$ cat src/rtl/uart_frame_decoder_pkg.sv
// Shared definitions for the UART command-frame decoder and its matching encoder.
package uart_frame_decoder_pkg;

   typedef enum logic [1:0] {
      HUNT = 2'd0,
      ADDR = 2'd1,
      DATA = 2'd2,
      CHK  = 2'd3
   } frame_state_t;

   localparam logic [7:0] SYNC_BYTE_DEFAULT = 8'h55;

   // A byte-time is 10 bit periods: start bit, 8 data bits and the stop bit.
   function automatic int timeout_clks(input int clk_freq, input int baud_rate,
                                       input int timeout_bytes);
      return (clk_freq / baud_rate) * 10 * timeout_bytes;
   endfunction

endpackage

$ cat src/rtl/uart_frame_decoder_gap.sv
// Inter-byte gap timer: counts idle cycles mid-frame and pulses expire when the limit is reached.
module uart_gap_timer #(
   parameter int TIMEOUT_CLKS = 40
) (
   input  logic clk,
   input  logic rst,
   input  logic clear,
   input  logic enable,
   output logic expire
);

   localparam int CNT_W = $clog2(TIMEOUT_CLKS + 1);
   localparam logic [CNT_W-1:0] LAST = CNT_W'(TIMEOUT_CLKS - 1);

   logic [CNT_W-1:0] count_q, count_d;

   // An accepted byte always beats an expiry landing on the same cycle.
   assign expire = enable && !clear && (count_q == LAST);

   always_comb begin
      count_d = count_q + 1'b1;
      if (!enable || clear || expire) begin
         count_d = '0;
      end
   end

   always_ff @(posedge clk) begin
      if (rst) begin
         count_q <= '0;
      end else begin
         count_q <= count_d;
      end
   end

endmodule

$ cat src/rtl/uart_frame_decoder.sv
// Assembles SYNC/ADDR/DATA/CHK frames from the UART byte strobe into register-write commands.
//  state | meaning
//  HUNT  | idle, discarding bytes until SYNC_BYTE
//  ADDR  | expecting address byte
//  DATA  | expecting data byte
//  CHK   | expecting checksum byte (addr + data, mod 256)
module uart_frame_decoder
   import uart_frame_decoder_pkg::*;
#(
   parameter int         CLK_FREQ      = 50000000,
   parameter int         BAUD_RATE     = 115200,
   parameter logic [7:0] SYNC_BYTE     = SYNC_BYTE_DEFAULT,
   parameter int         TIMEOUT_BYTES = 4
) (
   input  logic       clk,
   input  logic       rst,
   input  logic       rx_ready,
   input  logic [7:0] rx_data,
   output logic       cmd_valid,
   output logic [7:0] cmd_addr,
   output logic [7:0] cmd_data,
   output logic       chk_err,
   output logic       timeout_err,
   output logic [7:0] err_count,
   output logic       busy
);

   localparam int TIMEOUT_CLKS = timeout_clks(CLK_FREQ, BAUD_RATE, TIMEOUT_BYTES);

   frame_state_t state_q, state_d;
   logic [7:0]   addr_reg_q, addr_reg_d;
   logic [7:0]   data_reg_q, data_reg_d;
   logic [7:0]   sum_q, sum_d;
   logic [7:0]   cmd_addr_q, cmd_addr_d;
   logic [7:0]   cmd_data_q, cmd_data_d;
   logic [7:0]   err_count_q, err_count_d;
   logic         cmd_valid_q, cmd_valid_d;
   logic         chk_err_q, chk_err_d;
   logic         timeout_err_q, timeout_err_d;
   logic         busy_q, busy_d;
   logic         gap_expire;

   uart_gap_timer #(
      .TIMEOUT_CLKS(TIMEOUT_CLKS)
   ) u_gap_timer (
      .clk   (clk),
      .rst   (rst),
      .clear (rx_ready),
      .enable(state_q != HUNT),
      .expire(gap_expire)
   );

   always_comb begin
      state_d       = state_q;
      addr_reg_d    = addr_reg_q;
      data_reg_d    = data_reg_q;
      sum_d         = sum_q;
      cmd_addr_d    = cmd_addr_q;
      cmd_data_d    = cmd_data_q;
      cmd_valid_d   = 1'b0;
      chk_err_d     = 1'b0;
      timeout_err_d = 1'b0;

      if (rx_ready) begin
         case (state_q)
            HUNT: begin
               if (rx_data == SYNC_BYTE) begin
                  state_d = ADDR;
               end
            end
            ADDR: begin
               addr_reg_d = rx_data;
               sum_d      = rx_data;
               state_d    = DATA;
            end
            DATA: begin
               data_reg_d = rx_data;
               sum_d      = sum_q + rx_data;
               state_d    = CHK;
            end
            CHK: begin
               if (rx_data == sum_q) begin
                  cmd_valid_d = 1'b1;
                  cmd_addr_d  = addr_reg_q;
                  cmd_data_d  = data_reg_q;
               end else begin
                  chk_err_d = 1'b1;
               end
               state_d = HUNT;
            end
            default: state_d = HUNT;
         endcase
      end else if (gap_expire) begin
         timeout_err_d = 1'b1;
         state_d       = HUNT;
      end

      err_count_d = err_count_q;
      if ((chk_err_d || timeout_err_d) && (err_count_q != 8'hFF)) begin
         err_count_d = err_count_q + 8'd1;
      end

      busy_d = (state_d != HUNT);
   end

   always_ff @(posedge clk) begin
      if (rst) begin
         state_q       <= HUNT;
         addr_reg_q    <= '0;
         data_reg_q    <= '0;
         sum_q         <= '0;
         cmd_addr_q    <= '0;
         cmd_data_q    <= '0;
         err_count_q   <= '0;
         cmd_valid_q   <= 1'b0;
         chk_err_q     <= 1'b0;
         timeout_err_q <= 1'b0;
         busy_q        <= 1'b0;
      end else begin
         state_q       <= state_d;
         addr_reg_q    <= addr_reg_d;
         data_reg_q    <= data_reg_d;
         sum_q         <= sum_d;
         cmd_addr_q    <= cmd_addr_d;
         cmd_data_q    <= cmd_data_d;
         err_count_q   <= err_count_d;
         cmd_valid_q   <= cmd_valid_d;
         chk_err_q     <= chk_err_d;
         timeout_err_q <= timeout_err_d;
         busy_q        <= busy_d;
      end
   end

   assign cmd_valid   = cmd_valid_q;
   assign cmd_addr    = cmd_addr_q;
   assign cmd_data    = cmd_data_q;
   assign chk_err     = chk_err_q;
   assign timeout_err = timeout_err_q;
   assign err_count   = err_count_q;
   assign busy        = busy_q;

endmodule

$ cat config.mk
export PLATFORM = sky130hd
export DESIGN_NAME = uart_frame_decoder
export DESIGN_NICKNAME = d
export VERILOG_FILES = /design/src/rtl/uart_frame_decoder_pkg.sv /design/src/rtl/uart_frame_decoder_gap.sv /design/src/rtl/uart_frame_decoder.sv
export SDC_FILE = /design/constraint.sdc
export NUM_CORES = 1
export LEC_CHECK = 0
export ABC_AREA = 1
export BUFFER_PORTS_ARGS = -buffer_cell sky130_fd_sc_hd__clkbuf_2
export CAP_MARGIN = 10
export CORE_MARGIN = 4
export CORE_UTILIZATION = 32
export DETAILED_ROUTE_END_ITERATION = 10
export GPL_TIMING_DRIVEN = 0
export PLACE_DENSITY_LB_ADDON = 0.25
export RECOVER_POWER = 100
export SLEW_MARGIN = 20
export SYNTH_ARGS = -nofsm -noshare
export SYNTH_HDL_FRONTEND = slang
export SYNTH_SLANG_ARGS = --single-unit
$ cat constraint.sdc
create_clock -name clk -period 3.6 [get_ports clk]
set_clock_uncertainty 0.05 [all_clocks]
set_input_delay 0.72 -clock clk [delete_from_list [all_inputs] [get_ports clk]]
set_output_delay 0.72 -clock clk [all_outputs]
set_load 0.01 [all_outputs]
## After elaboration in Yosys (flattened, before gate mapping)

Cells that the tools add are included.

- Register bits after elaboration: 69
- Input port bits: 11
- Output and inout bits: 28
- Word-level logic and storage cells: 53

- Muxes and demuxes: 11
- Bitwise logic cells: 2
- Eq/ne operators: 7
- $add $sub $neg: 3
- Reduce and logical (&&, ||, !) cells: 18

Operators with widths:

| cell | count |
|---|---|
| $pmux W8 S2 | 1 |
| $add A15 B1 Y15 const B | 1 |
| $eq A15 B15 Y1 const B | 1 |
| $add A8 B1 Y8 const B | 1 |
| $add A8 B8 Y8 | 1 |
| $eq A8 B7 Y1 const B | 1 |
| $eq A8 B8 Y1 | 1 |
| $ne A8 B8 Y1 const B | 1 |
| $pmux W2 S4 | 1 |
| $mux W1 | 6 |
| $mux W2 | 3 |
| $reduce_and A2 Y1 | 3 |
| $reduce_bool A2 Y1 | 3 |
| $eq A2 B2 Y1 const B | 2 |
| $logic_and A1 B1 Y1 | 3 |
| $logic_or A1 B1 Y1 | 3 |
| $reduce_and A3 Y1 | 1 |
| $reduce_or A3 Y1 | 1 |
| $eq A2 B1 Y1 const B | 1 |
| $logic_not A1 Y1 | 2 |
| $logic_not A2 Y1 | 1 |
| $not A1 Y1 | 2 |
| $reduce_or A2 Y1 | 1 |

## Longest topological paths before layout

- Word-level depth: 7
- Gate-level depth with buffers: 11
- Gate-level depth less buffers: 10

## Modules after synthesis

From an unflattened synthesis, not the netlist that was laid out.

- Cell total of the unflattened synthesis: 461
- Area total of the unflattened synthesis: 3395.8 µm²

Modules (own cells, without submodules):

| module | cells each | area each (µm²) | sequential area each (µm²) | times used |
|---|---|---|---|---|
| uart_frame_decoder | 350 | 2553.7 | 1081.0 | 1 |
| uart_gap_timer | 111 | 842.1 | 300.3 | 1 |

## Worst setup path before layout

OpenSTA, ideal clock, no wires.

- Kind: input to register
- Start: input rx_data[5]
- End: register cmd_addr_q[4] (netlist: cmd_addr[4])
- Stages: 8
- Required time: 3422 ps
- Library setup time: 128 ps
- Slack: 1603 ps
- Path buffers: 1
- Arrival: 1819 ps
- Cells stage by stage: ha_1 inv_1 nand2_1 nor2_1 nand4_1 buf_2 o21ai_0 a21oi_1

- Word-level cells in the longest chain between the ends: 2

RTL lines:

| element | RTL line | source |
|---|---|---|
| start: declaration | uart_frame_decoder.sv:18 | `input logic [7:0] rx_data,` |
| $eq A8 B8 Y1 | uart_frame_decoder.sv:82 | `if (rx_data == sum_q) begin` |
| $reduce_and A3 Y1 (no source line) | -- |  |
| end signal: assignment | uart_frame_decoder.sv:124 | `cmd_addr_q <= cmd_addr_d;` |
| end: declaration | uart_frame_decoder.sv:34 | `logic [7:0] cmd_addr_q, cmd_addr_d;` |

Every way passes these cells.
A chain may end at the register's enable or synchronous reset.

## Worst setup path after layout

- Start: input rx_data[3]
- End: register cmd_addr_q[4] (netlist: cmd_addr[4])

Same word-level chain as after synthesis.

==> flow_summary_export.csv <==
group,metric,value,unit
power_and_ir_drop,p_leak,0.00151,uW
timing,finalCritPeriodShare,65.1,%
drt,routed_wl,7620,um
timing,relSlewSlack,67.7,%
worst_setup_path,worstSetupStartpoint,"rx_data[3]",
synth,synth-seq-cells,69,
placement,dp.final_hpwl,5680,um
global_route,grt_pass1_vias,2723,
worst_setup_path,cp-start-kind,"input pin",
placement,globalplace.congestion,0.813,
floorplan,fp.dieW,110,um
global_route,antenna_found_initial,0,
drt,drtIter0Drc,235,
timing,rsz0062_at_grt,"no",
worst_setup_path,end_kind,"flop",
drt,drt_pass1_iterations,6,
synth,syn_nets,476,
global_route,track_usage,13.1,%
synth,yosys_warnings,0,
clock_network,cts.clk_slew.worst_paths,0.07,ns
placement,portBuffers,38,
worst_setup_path,r2r_slack,1.60,ns
worst_setup_path,r2r_start,"sum_q[5]",
finish,area_delta_synth_final,14.5,%
placement,placed_area,3670,um2
clock_network,ctsResizeCount,0,
clock_network,postCtsSetupRepairBufs,0,
timing,fin_crit,2.34,ns
timing,report.final.slew_viol_count,0,
clock_network,cts_htree_levels,3,
floorplan,ios,39,
worst_setup_path,critPathArrivalTime,2.51,ns
power_and_ir_drop,power_density,403,nW/um2
synth,avgSynthCellArea,7.35,um2
timing,finalHoldViolCount,0,
finish,finish.utilization,38.2,%
worst_setup_path,rr_worst_depth,8,
clock_network,clock-sinks,69,
worst_hold_path,hold_end,"cmd_data[7]",
clock_network,root_buffer,"clkbuf_8",
drt,routed_via_density,4.69,
clock_network,cts_hold_buf,0,
worst_hold_path,min_path_cells,2,
clock_network,clock_path_buffers,2,
timing,max_freq,427,MHz
synth,synth_top_area_cell,"dfxtp_1",
worst_setup_path,r2r-end,"cmd_addr[4]",
clock_network,numCtsBuffers,9,
timing,timing.hold.ws,0.394,ns
placement,place_ws,1.08,ns
floorplan,fp.coreArea,9910,um2
drt,dr_total_vias,2981,
synth,synth_top_area_share,41.7,%
status,outcome,"completed",
drt,wl_per_cell,12.0,um
timing,worst_slew_pin_slew,0.484,ns
global_route,grt_max_degree,11,
finish,nets,525,
floorplan,rows,36,
floorplan,dieArea,12000,um2
drt,drc_errors,0,
power_and_ir_drop,peakVddDrop,165,uV
worst_hold_path,hold_path_class,"flop to flop",
clock_network,clock_latency,0.34,ns
finish,diodes,0,
run,cap_violations,0,
synth,synth_cells,450,
clock_network,cts_tree,"built",
synth,ys_seq_area_share,41.7,%
global_route,grt_overflow,0,
worst_setup_path,crit_fanout,10,
global_route,grt_pass1_wl,12400,um
timing,final-setup-viol-count,0,
worst_hold_path,worstHoldStart,"cmd_data[7]",
finish,layout-drive-gt1-share,7.55,%
finish,final_area,3790,um2
timing,setup_slack,1.26,ns
worst_setup_path,worstPathRequired,3.76,ns
worst_setup_path,crit_type,"input pin to flop",
synth,syn_area,3310,um2
synth,yosys-top-cells-area,"dfxtp_1, a21oi_1, nand2_1, inv_1, o21ai_0",
floorplan,start_util,33.4,%
floorplan,fp.dieH,110,um
synth,synth.distinct_cells,32,
drt,postRouteAntennaNets,0,
timing,setup_tns,0,ns
==> flip-flops by register name (all words and copies together), names as in the netlist <==
register             cells
u_gap_timer.count_q     15
addr_reg_q               8
cmd_addr                 8
cmd_data                 8
data_reg_q               8
err_count                8
sum_q                    8
state_q                  2
busy                     1
chk_err                  1
cmd_valid                1
timeout_err              1
==> final cells by class <==
| class | instances | area, um2 |
|---|---|---|
| Buffer | 14 | 53.8 |
| Tap cell | 133 | 166 |
| Inverter | 65 | 244 |
| Multi-Input combinational cell | 302 | 1600 |
| Clock buffer | 14 | 163 |
| Sequential cell | 69 | 1380 |
| Timing Repair Buffer | 38 | 153 |
| Fill cell | 1083 | 6120 |
| Clock inverter | 1 | 30.0 |
==> worst max-delay path by stage <==
stage	cells after the start	end	slack [ns]
floorplan	8	cmd_addr[4]	1.60
global placement	9	cmd_addr[6]	1.10
detailed placement	9	cmd_addr[4]	1.08
CTS	9	cmd_addr[4]	1.40
global route	9	cmd_addr[4]	1.03
finish	9	cmd_addr[4]	1.26
==> kinds of logic after synthesis <==
kind of cell	Yosys count	synth area share, %
buffers and inverters	79	9.49
adders and majority gates	15	5.90
and+or+nand+nor	172	23.9
DFF	69	41.7
xor gates and xnor gates	11	2.91
AOI/OAI and AO/OA	104	16.1
==> critical path: stages <==
cell      delay (ns)
clkbuf_1        0.27
ha_1            0.34
inv_1           0.09
nand2_1         0.06
nor2_1          0.14
nand4_1         0.28
clkbuf_1        0.31
o21ai_0         0.23
a21oi_1         0.06
==> cell usage in the layout, fill, tap and decap left out, drive strengths merged <==
| cell type | Yosys | layout |
|---|---|---|
| xnor2 | 1 | 1 |
| nand3 | 34 | 34 |
| or2 | 3 | 3 |
| nor4 | 2 | 2 |
| a21oi | 62 | 62 |
| clkbuf | 8 | 65 |
| fa | 1 | 1 |
| dfxtp | 69 | 69 |
| nor3b | 1 | 1 |
| ha | 14 | 14 |
| inv | 65 | 65 |
| o221ai | 1 | 1 |
| nor2 | 44 | 44 |
| o21ai | 38 | 38 |
| nand4 | 6 | 6 |
| nand2 | 77 | 77 |
| buf | 6 | 1 |
| o21bai | 1 | 1 |
| nand3b | 1 | 1 |
| bufinv | 0 | 1 |
| nor3 | 4 | 4 |
| o211ai | 2 | 2 |
| xor2 | 10 | 10 |
==> cells in the mapped netlist <==
cell type and instances:
a21oi_1 62, buf_2 4, buf_4 1, buf_6 1
clkbuf_1 7, clkbuf_2 1, dfxtp_1 69, fa_1 1
ha_1 14, inv_1 62, inv_2 3, nand2_1 69
nand2_2 8, nand3_1 31, nand3_2 3, nand3b_1 1
nand4_1 6, nor2_1 41, nor2_2 2, nor2_4 1
nor3_1 2, nor3_2 2, nor3b_2 1, nor4_1 2
o211ai_1 2, o21ai_0 38, o21bai_1 1, o221ai_1 1
or2_0 2, or2_2 1, xnor2_1 1, xor2_1 10
==> metal layers <==
layer	track usage [%]	vias to the layer above	part of all wire, %
li1	-	1560	-
met1	16.5	1350	48
met3	4.05	10	6.5
met4	4.01	0	1.1
met2	21.4	61	45
met5	0	-	0
==> power breakdown <==
| group | total, uW | leakage [uW] | switching [uW] | internal [uW] |
|---|---|---|---|---|
| clock network | 624 | 0.0000968 | 269 | 355 |
| logic | 117 | 0.000852 | 78.7 | 38.7 |
| registers | 784 | 0.000557 | 7.48 | 776 |
| total | 1530 | 0.00151 | 355 | 1170 |
==> stage by stage <==
stage | cells | power (uW)
global placement | 621 | 916
floorplan | 450 | 881
finish | 636 | 1530
detailed placement | 621 | 920
global route | 636 | 1590
CTS | 636 | 1550
No activity file was read; power rests on OpenSTA's default activity.
